### src/rtl/serial_sample_rx_if.sv
// Handshake/bus bundle for serial_sample_rx: serial bit input side and
// one-deep valid/ready sample output side, plus status pulses.
interface serial_sample_rx_if #(
  parameter int SAMPLE_SIZE = 24
);
  logic                   sdata_in;
  logic                   bit_valid;
  logic                   frame_start;
  logic [SAMPLE_SIZE-1:0] out_data;
  logic [2:0]             out_chan;
  logic                   out_valid;
  logic                   out_ready;
  logic                   data_done;
  logic                   overrun;
  logic                   frame_error;
  logic [4:0]             bit_count;

  modport master (
    output sdata_in, bit_valid, frame_start, out_ready,
    input  out_data, out_chan, out_valid, data_done, overrun, frame_error, bit_count
  );

  modport slave (
    input  sdata_in, bit_valid, frame_start, out_ready,
    output out_data, out_chan, out_valid, data_done, overrun, frame_error, bit_count
  );
endinterface

### src/rtl/serial_sample_rx.sv
// Serial-to-parallel sample receiver: assembles SAMPLE_SIZE-bit words from a
// bit-strobed stream, tags them with a rotating channel index and holds them
// in a one-deep valid/ready output register.
module serial_sample_rx #(
  parameter int SAMPLE_SIZE = 24,
  parameter int CHANNELS    = 2,
  parameter int MSB_FIRST   = 1
) (
  input  logic               clk,
  input  logic               rst,
  serial_sample_rx_if.slave  bus
);

  localparam int                CNT_W     = $clog2(SAMPLE_SIZE);
  localparam logic [CNT_W-1:0]  LAST_BIT  = CNT_W'(SAMPLE_SIZE - 1);
  localparam logic [2:0]        LAST_CHAN = 3'(CHANNELS - 1);

  typedef enum logic {IDLE, SHIFT} state_t;

  state_t                 state_q,     state_d;
  logic [CNT_W-1:0]       cnt_q,       cnt_d;
  logic [2:0]             chan_q,      chan_d;
  logic [SAMPLE_SIZE-1:0] shreg_q,     shreg_d;
  logic [SAMPLE_SIZE-1:0] out_data_q,  out_data_d;
  logic [2:0]             out_chan_q,  out_chan_d;
  logic                   out_valid_q, out_valid_d;
  logic                   done_q,      done_d;
  logic                   ovr_q,       ovr_d;
  logic                   ferr_q,      ferr_d;

  logic                   drain;
  logic                   load;
  logic [SAMPLE_SIZE-1:0] shifted;

  // Bit order is fixed at elaboration; the completed word always includes
  // the bit being shifted in on the completing cycle.
  function automatic logic [SAMPLE_SIZE-1:0] shift_in(
    input logic [SAMPLE_SIZE-1:0] sr,
    input logic                   b
  );
    if (MSB_FIRST != 0) return {sr[SAMPLE_SIZE-2:0], b};
    else                return {b, sr[SAMPLE_SIZE-1:1]};
  endfunction

  always_comb begin
    state_d     = state_q;
    cnt_d       = cnt_q;
    chan_d      = chan_q;
    shreg_d     = shreg_q;
    out_data_d  = out_data_q;
    out_chan_d  = out_chan_q;
    out_valid_d = out_valid_q;
    done_d      = 1'b0;
    ovr_d       = 1'b0;
    ferr_d      = 1'b0;
    load        = 1'b0;
    drain       = out_valid_q & bus.out_ready;
    shifted     = shift_in(shreg_q, bus.sdata_in);

    unique case (state_q)
      IDLE: begin
        if (bus.frame_start) begin
          state_d = SHIFT;
          cnt_d   = '0;
          chan_d  = '0;
          shreg_d = '0;
          if (bus.bit_valid) begin
            cnt_d   = CNT_W'(1);
            shreg_d = shift_in('0, bus.sdata_in);
          end
        end
      end
      SHIFT: begin
        // A frame marker restarts the word, so it can never coincide with a completion.
        if (bus.frame_start) begin
          ferr_d  = (cnt_q != '0);
          cnt_d   = '0;
          chan_d  = '0;
          shreg_d = '0;
          if (bus.bit_valid) begin
            cnt_d   = CNT_W'(1);
            shreg_d = shift_in('0, bus.sdata_in);
          end
        end else if (bus.bit_valid) begin
          shreg_d = shifted;
          if (cnt_q == LAST_BIT) begin
            cnt_d  = '0;
            chan_d = (chan_q == LAST_CHAN) ? 3'd0 : chan_q + 3'd1;
            done_d = 1'b1;
            if (!out_valid_q || drain) begin
              load       = 1'b1;
              out_data_d = shifted;
              out_chan_d = chan_q;
            end else begin
              ovr_d = 1'b1;
            end
          end else begin
            cnt_d = cnt_q + CNT_W'(1);
          end
        end
      end
      default: state_d = IDLE;
    endcase

    if (load)       out_valid_d = 1'b1;
    else if (drain) out_valid_d = 1'b0;
  end

  always_ff @(posedge clk or posedge rst) begin
    if (rst) begin
      state_q     <= IDLE;
      cnt_q       <= '0;
      chan_q      <= '0;
      shreg_q     <= '0;
      out_data_q  <= '0;
      out_chan_q  <= '0;
      out_valid_q <= 1'b0;
      done_q      <= 1'b0;
      ovr_q       <= 1'b0;
      ferr_q      <= 1'b0;
    end else begin
      state_q     <= state_d;
      cnt_q       <= cnt_d;
      chan_q      <= chan_d;
      shreg_q     <= shreg_d;
      out_data_q  <= out_data_d;
      out_chan_q  <= out_chan_d;
      out_valid_q <= out_valid_d;
      done_q      <= done_d;
      ovr_q       <= ovr_d;
      ferr_q      <= ferr_d;
    end
  end

  assign bus.out_data    = out_data_q;
  assign bus.out_chan    = out_chan_q;
  assign bus.out_valid   = out_valid_q;
  assign bus.data_done   = done_q;
  assign bus.overrun     = ovr_q;
  assign bus.frame_error = ferr_q;
  assign bus.bit_count   = 5'(cnt_q);

endmodule

### src/flat_wrapper.sv
// flat-port wrapper written by rule: the top's interface ports become plain ports
module serial_sample_rx_flat 
#(
  parameter int SAMPLE_SIZE = 24,
  parameter int CHANNELS    = 2,
  parameter int MSB_FIRST   = 1
)
  (clk, rst, bus_sdata_in, bus_bit_valid, bus_frame_start, bus_out_ready, bus_out_data, bus_out_chan, bus_out_valid, bus_data_done, bus_overrun, bus_frame_error, bus_bit_count);
  serial_sample_rx_if #(.SAMPLE_SIZE(SAMPLE_SIZE)) bus_i ();
  input  logic clk;
  input  logic rst;
  input wire logic [$bits(bus_i.sdata_in)-1:0] bus_sdata_in;
  input wire logic [$bits(bus_i.bit_valid)-1:0] bus_bit_valid;
  input wire logic [$bits(bus_i.frame_start)-1:0] bus_frame_start;
  input wire logic [$bits(bus_i.out_ready)-1:0] bus_out_ready;
  output wire logic [$bits(bus_i.out_data)-1:0] bus_out_data;
  output wire logic [$bits(bus_i.out_chan)-1:0] bus_out_chan;
  output wire logic [$bits(bus_i.out_valid)-1:0] bus_out_valid;
  output wire logic [$bits(bus_i.data_done)-1:0] bus_data_done;
  output wire logic [$bits(bus_i.overrun)-1:0] bus_overrun;
  output wire logic [$bits(bus_i.frame_error)-1:0] bus_frame_error;
  output wire logic [$bits(bus_i.bit_count)-1:0] bus_bit_count;
  assign bus_i.sdata_in = bus_sdata_in;
  assign bus_i.bit_valid = bus_bit_valid;
  assign bus_i.frame_start = bus_frame_start;
  assign bus_i.out_ready = bus_out_ready;
  assign bus_out_data = bus_i.out_data;
  assign bus_out_chan = bus_i.out_chan;
  assign bus_out_valid = bus_i.out_valid;
  assign bus_data_done = bus_i.data_done;
  assign bus_overrun = bus_i.overrun;
  assign bus_frame_error = bus_i.frame_error;
  assign bus_bit_count = bus_i.bit_count;
  serial_sample_rx #(.SAMPLE_SIZE(SAMPLE_SIZE), .CHANNELS(CHANNELS), .MSB_FIRST(MSB_FIRST)) u_core (.clk(clk), .rst(rst), .bus(bus_i));
endmodule
### config.mk
export PLATFORM = sky130hd
export DESIGN_NAME = serial_sample_rx_flat
export DESIGN_NICKNAME = d
export VERILOG_FILES = /design/src/rtl/serial_sample_rx_if.sv /design/src/rtl/serial_sample_rx.sv /design/src/flat_wrapper.sv
export SDC_FILE = /design/constraint.sdc
export NUM_CORES = 1
export LEC_CHECK = 0
export CAP_MARGIN = 5
export CORE_ASPECT_RATIO = 0.6
export CORE_UTILIZATION = 30
export DETAILED_ROUTE_END_ITERATION = 10
export SLEW_MARGIN = 20
export SYNTH_ARGS = -nofsm -noshare
export SYNTH_HDL_FRONTEND = slang
export SYNTH_SLANG_ARGS = --single-unit
### constraint.sdc
create_clock -name clk -period 2.2 [get_ports clk]
set_clock_uncertainty 0.05 [all_clocks]
set_input_delay 0.22 -clock clk [delete_from_list [all_inputs] [get_ports clk]]
set_output_delay 0.22 -clock clk [all_outputs]
set_load 0.01 [all_outputs]
Word-level counts from Yosys, hierarchy flattened. Index checks and enable logic that the tools add are counted. W data, S select, Z words.

Flip-flop bits (word level): 63. Bits of input ports: 6. Output and inout bits: 36. Word-level logic and storage cells: 64.

Add/subtract/negate cells: 2. Equality and inequality tests: 5. Muxes and demuxes: 37. Bitwise logic cells: 3. Reduce and logical (&&, ||, !) cells: 7.

Operators by type and width (number): $mux W23 (3); $pmux W23 S2 (1); $mux W1 (22); $mux W5 (4); $mux W3 (5); $pmux W5 S2 (1); $ne A3 B3 Y1 const B (2); $pmux W3 S2 (1); $add A5 B1 Y5 const B (1); $eq A5 B5 Y1 const B (1); $reduce_and A5 Y1 (1); $reduce_bool A5 Y1 (1); $add A3 B1 Y3 const B (1); $eq A3 B1 Y1 const B (1); $reduce_and A3 Y1 (1); $ne A2 B2 Y1 const B (1); $not A1 Y1 (2); $reduce_and A2 Y1 (1); $reduce_bool A2 Y1 (1); $and A1 B1 Y1 (1); $logic_not A1 Y1 (1); $logic_or A1 B1 Y1 (1).

Longest topological paths before layout. Gate-level depths: netlist of the first run.

Word-level depth: 8. Depth in mapped cells: 5. Depth with buffers taken out: 4.

Worst setup path before layout of the first run. Ideal clock, no wire load.

Path type: register to register. Start: register u_core.cnt_q[1] (netlist: u_core.bus.bit_count[1]). End: register u_core.out_data_q[10] (netlist: u_core.bus.out_data[10]). Setup time: 125 ps. Data arrival time: 1843 ps. Data required time: 2025 ps. Slack: 182 ps. Cell stages (with the launch flop): 6. Buffers on the path: 1. Period minus slack after synthesis: 2018 ps. Path through: dfrtp_1 -> ha_1 -> nand4b_4 -> nor4b_4 -> buf_6 -> mux2_2.

Cells in the longest elaborated chain, start to end: 2.

Ends and longest elaborated chain: start: declaration (RTL line serial_sample_rx.sv:21) `logic [CNT_W-1:0] cnt_q, cnt_d;`; start signal: assignment (RTL line serial_sample_rx.sv:123) `cnt_q <= cnt_d;`; $eq A5 B5 Y1 (RTL line serial_sample_rx.sv:86) `if (cnt_q == LAST_BIT) begin`; $reduce_and A5 Y1 (no source line); end signal: assignment (RTL line serial_sample_rx.sv:126) `out_data_q <= out_data_d;`; end: declaration (RTL line serial_sample_rx.sv:24) `logic [SAMPLE_SIZE-1:0] out_data_q, out_data_d;`.

Every way passes these cells. A chain may end at the register's enable or synchronous reset.

Worst setup path in the final report of the first run.
Start: register u_core.cnt_q[1] (netlist: u_core.bus.bit_count[1]). End: register u_core.out_data_q[23] (netlist: u_core.bus.out_data[23]).

The elaborated chain is that of the path after synthesis.

==> metrics.md, run 1 <==
| Metric | Value |
|---|---|
| Outcome | `complete, no violations` |
| Hold Fails Final Rpt | `0` |
| Port Buffers | `41` |
| CP Class | `flip-flop to flip-flop` |
| Worst path max stage delay | `0.43 ns` |
| First-pass GRT wire length | `9170 um` |
| CTS Buffer Depth | `2` |
| Leading area contributor after synthesis | `dfrtp_1` |
| Hold Worst Slack | `about 0.22 ns` |
| Cell at the slowest stage of the critical path | `dfrtp_1` |
| Row count | `25` |
| Cts repair resizes | `0` |
| Worst r2r dst | `u_core.bus.out_data[23]` |
| Initial Util | `a little under a third` |
| Fraction of registers with async set/reset | `100.0%` |
| Placeable Area | `0.008039 mm^2` |
| Worst slew margin | `about three quarters` |
| Worst hold path type | `primary input to asynchronous set/reset pin` |
| Max frequency | `0.5009 GHz` |
| Post CTS Setup Buffer Count | `0` |
| Seq/Total Area, Yosys | `61.95%` |
| Post-synth EDFFs | `0` |
| Cells after Synth | `216` |
| Layout area overhead | `35.20%` |
| Synth area leaders | `dfrtp_1 62%, mux2_2 12%, nand2_1 7.2%` |
| Synthesis Warnings | `0` |
| Die area | `0.008868 mm^2` |
| Syn Nets | `224` |
| CP max FO | `20` |
| Final core utilization | `a little over two fifths` |
| CP endpoint kind | `flip-flop` |
| Remaining Overflow, GRT | `0` |
| Reg-to-reg startpoint | `u_core.bus.bit_count[1]` |
| Vias in the first global route | `1777` |
| CP Launch Type | `flip-flop` |
| Worst R2R Path Depth | `5` |
| Top_reg_cell synth | `dfrtp_1` |
| Via Count | `1702` |
| FF-to-FF setup slack | `0.20 ns` |
| WL final | `between 5000 and 6000 um` |
| TritonCTS Buffers | `9` |
| Synth Register Bits | `63` |
| Worst Path Arrival | `2.16 ns` |
| Mapped Avg Cell Area | `11.78 um^2` |
| Number of distinct library cells after synthesis | `30` |
| H-tree level count | `3` |
| Maximum VDD drop | `0.5341 mV` |
| Initial antenna violation count | `0` |
| Detailed Place HPWL | `roughly 3500 um` |
| # IOs | `42` |
| Slew @ Worst Pin | `about 0.36 ns` |
| Fin. max-slew vios | `0` |
| Share of layout cells above drive strength 1 | `21.03%` |
| Maxcap violations | `0` |
| Leak | `1.572 nW` |
| Total GRT Usage | `~14%` |
| Worst path cell trace | `ha_1 > nand4b_4 > nor4b_4 > buf_12 > mux2_2` |
| CTS tree | `yes` |
| Setup TNS Final | `0 ns` |
| TritonCTS Sinks | `63` |
| Most frequent cell after synthesis | `dfrtp_1` |
| Detail-routed via count per cell | `4.491` |
| Part of the cycle the worst path needs | `90.75%` |
| Critical Path RT | `2.37 ns` |
| Die width | `120.9 um` |
| DR DRC count | `0` |
| Pwr/cell area | `around 790 mW/mm^2` |
| Post-synth top cells | `63 x dfrtp_1, 49 x nand2_1, 26 x a21oi_1, 26 x mux2_2, 9 x clkbuf_1` |
| Synth Cell Area | `0.002545 mm^2` |
| Crit path time final | `~2.0 ns` |
| Clk_lat worst skew | `0.33 ns` |
| Final-stage net count | `274` |
| DR pass1 iterations | `4` |
| CTS Hold Buffers Added | `0` |
| # diodes | `0` |
| RSZ-0062 raised after global routing | `no` |
| Post-route ant nets | `0` |
| Clock Tree Root | `clkbuf_16` |
| Setup Viol. Count Final | `0` |
| Per-cell routed wire length | `14.39 um` |
| Gp weighted congestion | `0.7481` |
| Largest net degree at the start of global routing | `between 60 and 70` |
| Area share of the leading cell type in the synthesized netlist | `61.95%` |
| Worst-path clk slew | `around 0.050 ns` |
| First DRT Iteration DRCs | `82` |
| Chip height | `73.35 um` |
## kinds of logic (layout without fill, tap and decap cells)
group	after synthesis	in the layout	synth area share [%]
and+or+nand+nor	73	73	14.26
AOI/OAI and AO/OA	32	32	6.784
xor gates and xnor gates	1	1	0.3442
DFF	63	63	61.95
muxes	29	29	12.73
adders and majority gates	2	2	0.9831
buffers and inverters	16	71	2.949
## placed cells by master, fill, tap and decap left out, types with 2 or more instances in the layout
cell             synthesis  layout
clkdlybuf4s50_1          0      41
clkbuf_8                 0       2
inv_1                    4       3
mux2i_1                  2       2
ha_1                     2       2
nand2_1                 49      49
clkinvlp_4               0       2
buf_4                    0       8
o21ai_0                  3       3
mux2_2                  26      26
dfrtp_1                 63      63
buf_12                   0       2
nand4_1                  2       2
clkbuf_16                0       9
nand3_1                  3       3
a21oi_1                 26      26
nand2b_1                 2       2
nor2_1                   5       5
or3_1                    3       3
## layout make-up
cell class,count,area [um^2]
Tap cell,108,135.1
Timing Repair Buffer,51,510.5
Inverter,4,15.01
Fill cell,735,4598
Clock inverter,4,53.80
Sequential cell,63,1577
Clock buffer,12,256.5
Multi-Input combinational cell,137,893.4
## flip-flops by register name, indices dropped and copies added, names as in the netlist
signal,flops
u_core.bus.out_chan,3
u_core.shreg_q,23
u_core.bus.overrun,1
u_core.bus.data_done,1
u_core.bus.bit_count,5
u_core.bus.out_data,24
u_core.bus.frame_error,1
u_core.state_q,1
u_core.chan_q,3
u_core.bus.out_valid,1
## per-stage QoR
step	setup slack (ns)	total power, mW	cells	instance area, um^2
after floorplan	0.1819	1.258	216	2545
after global placement	0.2678	1.313	363	3131
after detailed placement	0.2174	1.313	363	3131
after CTS	0.1898	2.775	379	3441
after global routing	0.08987	2.830	379	3441
final	0.2035	2.732	379	3441
## where the power goes
group          total, mW  internal, mW  switching (mW)
clock network       1.44         0.939           0.501
logic              0.112        0.0418          0.0702
registers           1.18          1.17          0.0106
## worst max path at each step
stage / slack [ns] / cells past startpoint / endpoint / start
after floorplan: 0.18 / 5 / u_core.bus.out_data[10] / u_core.bus.bit_count[1]
after global placement: 0.27 / 5 / u_core.bus.out_data[10] / bus_out_ready
after detailed placement: 0.22 / 5 / u_core.bus.out_data[0] / bus_out_ready
after CTS: 0.19 / 5 / u_core.bus.out_data[7] / u_core.bus.bit_count[1]
after global routing: 0.09 / 5 / u_core.bus.out_data[23] / u_core.bus.bit_count[1]
final: 0.20 / 5 / u_core.bus.out_data[23] / u_core.bus.bit_count[1]
## per-layer routing
layer	share of wire [%]	track usage, %	vias up
met1	51	18.63	826
met2	41	19.11	35
met3	7.4	7.764	6
li1	-	-	835
met5	0	0	-
met4	0.72	5.075	0
## worst max-delay path, delay by kind of cell, from the launching register on
kind                     cells  cell delay [ns]
AND/OR/NAND/NOR              2             0.54
flip-flops                   1             0.43
multiplexers                 1             0.35
adder cells (fa/ha/maj)      1             0.30
buffers and inverters        1             0.21
Note: power is estimated with default switching activity, not from simulation.
==> run 2, diff against run 1 <==
--- a/config.mk
+++ b/config.mk
@@ -7,6 +7,7 @@
 export LEC_CHECK = 0
 export CAP_MARGIN = 5
 export CORE_ASPECT_RATIO = 0.6
+export CORE_MARGIN = 2
 export CORE_UTILIZATION = 30
 export DETAILED_ROUTE_END_ITERATION = 10
 export SLEW_MARGIN = 20
==> run 2 against run 1 <==
Against the previous run: sequential cell count stayed put; wire length is 0.72% lower; critical path depth stayed put; worst hold slack worse by 0.067 ns; first-iteration DRC count is 33% higher; final cell count is 0.26% lower; clock power is 12% higher; worst setup slack better by 0.033 ns; via count is 2.5% higher; maximum frequency is 1.7% higher.
==> metrics.md, run 2 (synthesis gave the netlist of run 1 again) <==
| Metric | Value |
|---|---|
| Via Count | `1744` |
| CP Launch Type | `flip-flop` |
| Max frequency | `0.5093 GHz` |
| First DRT Iteration DRCs | `~110` |
| Leak | `approximately 1.6 nW` |
| Commonest non-fill, non-tap cell in the layout | `dfrtp_1` |
| Part of the cycle the worst path needs | `89.25%` |
| Share of layout cells above drive strength 1 | `about 20%` |
| Setup TNS Final | `0 ns` |
| CTS Buffer Depth | `2` |
| # diodes | `0` |
| Met1 Use GR | `about a fifth` |
| Clk_lat worst skew | `0.33 ns` |
| TritonCTS Buffers | `9` |
| Initial antenna violation count | `0` |
| Cts repair resizes | `0` |
| Remaining Overflow, GRT | `0` |
| Met2 usage | `15.53%` |
| Worst Path Arrival | `2.12 ns` |
| Hold Fails Final Rpt | `0` |
| Largest net degree at the start of global routing | `36` |
| Pwr/cell area | `approximately 840 mW/mm^2` |
| Per-cell routed wire length | `14.32 um` |
| Placeable Area | `0.008039 mm^2` |
| Largest register FFs | `24` |
| H-tree level count | `3` |
| Filler cells | `745` |
| Setup Viol. Count Final | `0` |
| Crit path time final | `approximately 2 ns` |
| WL final | `5414 um` |
| Post CTS Setup Buffer Count | `0` |
| Post-route ant nets | `0` |
| Die width | `around 120 um` |
| Most frequent cells in the layout | `63 x dfrtp_1, 49 x nand2_1, 41 x clkdlybuf4s50_1` |
| CTS tree | `yes` |
| Outcome | `complete, no violations` |
| TritonCTS Sinks | `63` |
| Total power | `2.913 mW` |
| Port Buffers | `41` |
| Row count | `25` |
| Slew @ Worst Pin | `roughly 0.40 ns` |
| Chip height | `75.35 um` |
| Maxcap violations | `0` |
| Gp weighted congestion | `0.7838` |
| Top Usage Layer GRT | `met1` |
| Footprint of the multi-input gates | `893.4 um^2` |
| # IOs | `42` |
| Register Area | `0.001577 mm^2` |
| Worst path max stage delay | `0.43 ns` |
| CP max FO | `7` |
| Detail-routed via count per cell | `4.614` |
| Die area | `0.009260 mm^2` |
| Maximum VDD drop | `0.5153 mV` |
| CTS Hold Buffers Added | `0` |
| Layout area overhead | `36.09%` |
| Total GRT Usage | `13.06%` |
| Worst hold path type | `primary input to asynchronous set/reset pin` |
| Clock Tree Root | `clkbuf_16` |
| RSZ-0062 raised after global routing | `no` |
| Worst path cell trace | `ha_1 > nand4b_4 > nor4b_4 > buf_4 > mux2_2` |
| Cell at the slowest stage of the critical path | `dfrtp_1` |
| First-pass GRT wire length | `8866 um` |
| Vias in the first global route | `about 1600` |
| Initial Util | `31.66%` |
| CP endpoint kind | `flip-flop` |
| Detailed Place HPWL | `roughly 3500 um` |
| Worst-path clk slew | `0.05 ns` |
| Worst slew margin | `73.11%` |
| CP Class | `flip-flop to flip-flop` |
| Routing usage on met3 | `7.560%` |
| Fin. max-slew vios | `0` |
| Final-stage net count | `approximately 270` |
| Critical Path RT | `between 2 and 2.5 ns` |
| DR DRC count | `0` |
| Final core utilization | `43.08%` |
| DR pass1 iterations | `4` |
[run 2: cell count changes in the layout (fill, tap and decap cells not counted)]
| cell | before | now |
|---|---|---|
| clkinv_4 | 1 | 0 |
| clkinvlp_4 | 2 | 0 |
| bufinv_16 | 1 | 3 |
| clkbuf_1 | 1 | 3 |
| buf_4 | 8 | 7 |
| clkbuf_8 | 2 | 1 |
[run 2: metal layers]
layer / wire length, um / vias up / share of wire (%)
li1: - / 839 / -
met4: 75 / 0 / 1.4
met3: 404 / 8 / 7.5
met2: 2083 / 43 / 38
met5: 0 / - / 0
met1: 2851 / 854 / 53
[run 2: worst paths after layout]
| kind | start | endpoint | cells past startpoint | slack [ns] |
|---|---|---|---|---|
| min in group clk | u_core.bus.out_data[16] | u_core.bus.out_data[16] | 1 | 0.43 |
| max | u_core.bus.bit_count[1] | u_core.bus.out_data[6] | 5 | 0.24 |
| max in group asynchronous | rst | u_core.bus.bit_count[1] | 3 | 1.39 |
| max reg2reg | u_core.bus.bit_count[1] | u_core.bus.out_data[6] | 5 | 0.24 |
| min reg2reg | u_core.bus.out_data[16] | u_core.bus.out_data[16] | 1 | 0.43 |
| min | rst | u_core.shreg_q[3] | 2 | 0.15 |
[run 2: report_power, final]
| part | total [mW] | internal (mW) | switching, mW |
|---|---|---|---|
| Sequential | 1.18 | 1.17 | 0.0106 |
| Clock | 1.62 | 1.14 | 0.482 |
| Combinational | 0.112 | 0.0417 | 0.0708 |
| Total | 2.91 | 2.35 | 0.564 |
[run 2: metrics by stage]
step           cells  setup WS (ns)  cell area [um^2]  hold WS [ns]
2_1_floorplan    216         0.1819              2545        0.3097
3_3_place_gp     362         0.2786              3123        0.4193
3_5_place_dp     362         0.2501              3123        0.4248
4_1_cts          378         0.2324              3463        0.1616
5_1_grt          378         0.1021              3463        0.1787
6_report         378         0.2366              3463        0.1527
[run 2: final cells by class]
cell class / count / area share, %
Sequential cell: 63 / 45.52
Multi-Input combinational cell: 137 / 25.79
Timing Repair Buffer: 50 / 14.52
Clock buffer: 13 / 7.225
Tap cell: 108 / 3.902
Clock inverter: 3 / 2.601
Inverter: 4 / 0.4335
[run 2: critical path, delay by kind of cell (launching register included)]
| family | cells | cell delay [ns] |
|---|---|---|
| fa+ha+maj | 1 | 0.28 |
| buf+inv | 1 | 0.23 |
| flops | 1 | 0.43 |
| mux | 1 | 0.34 |
| simple gates | 2 | 0.51 |
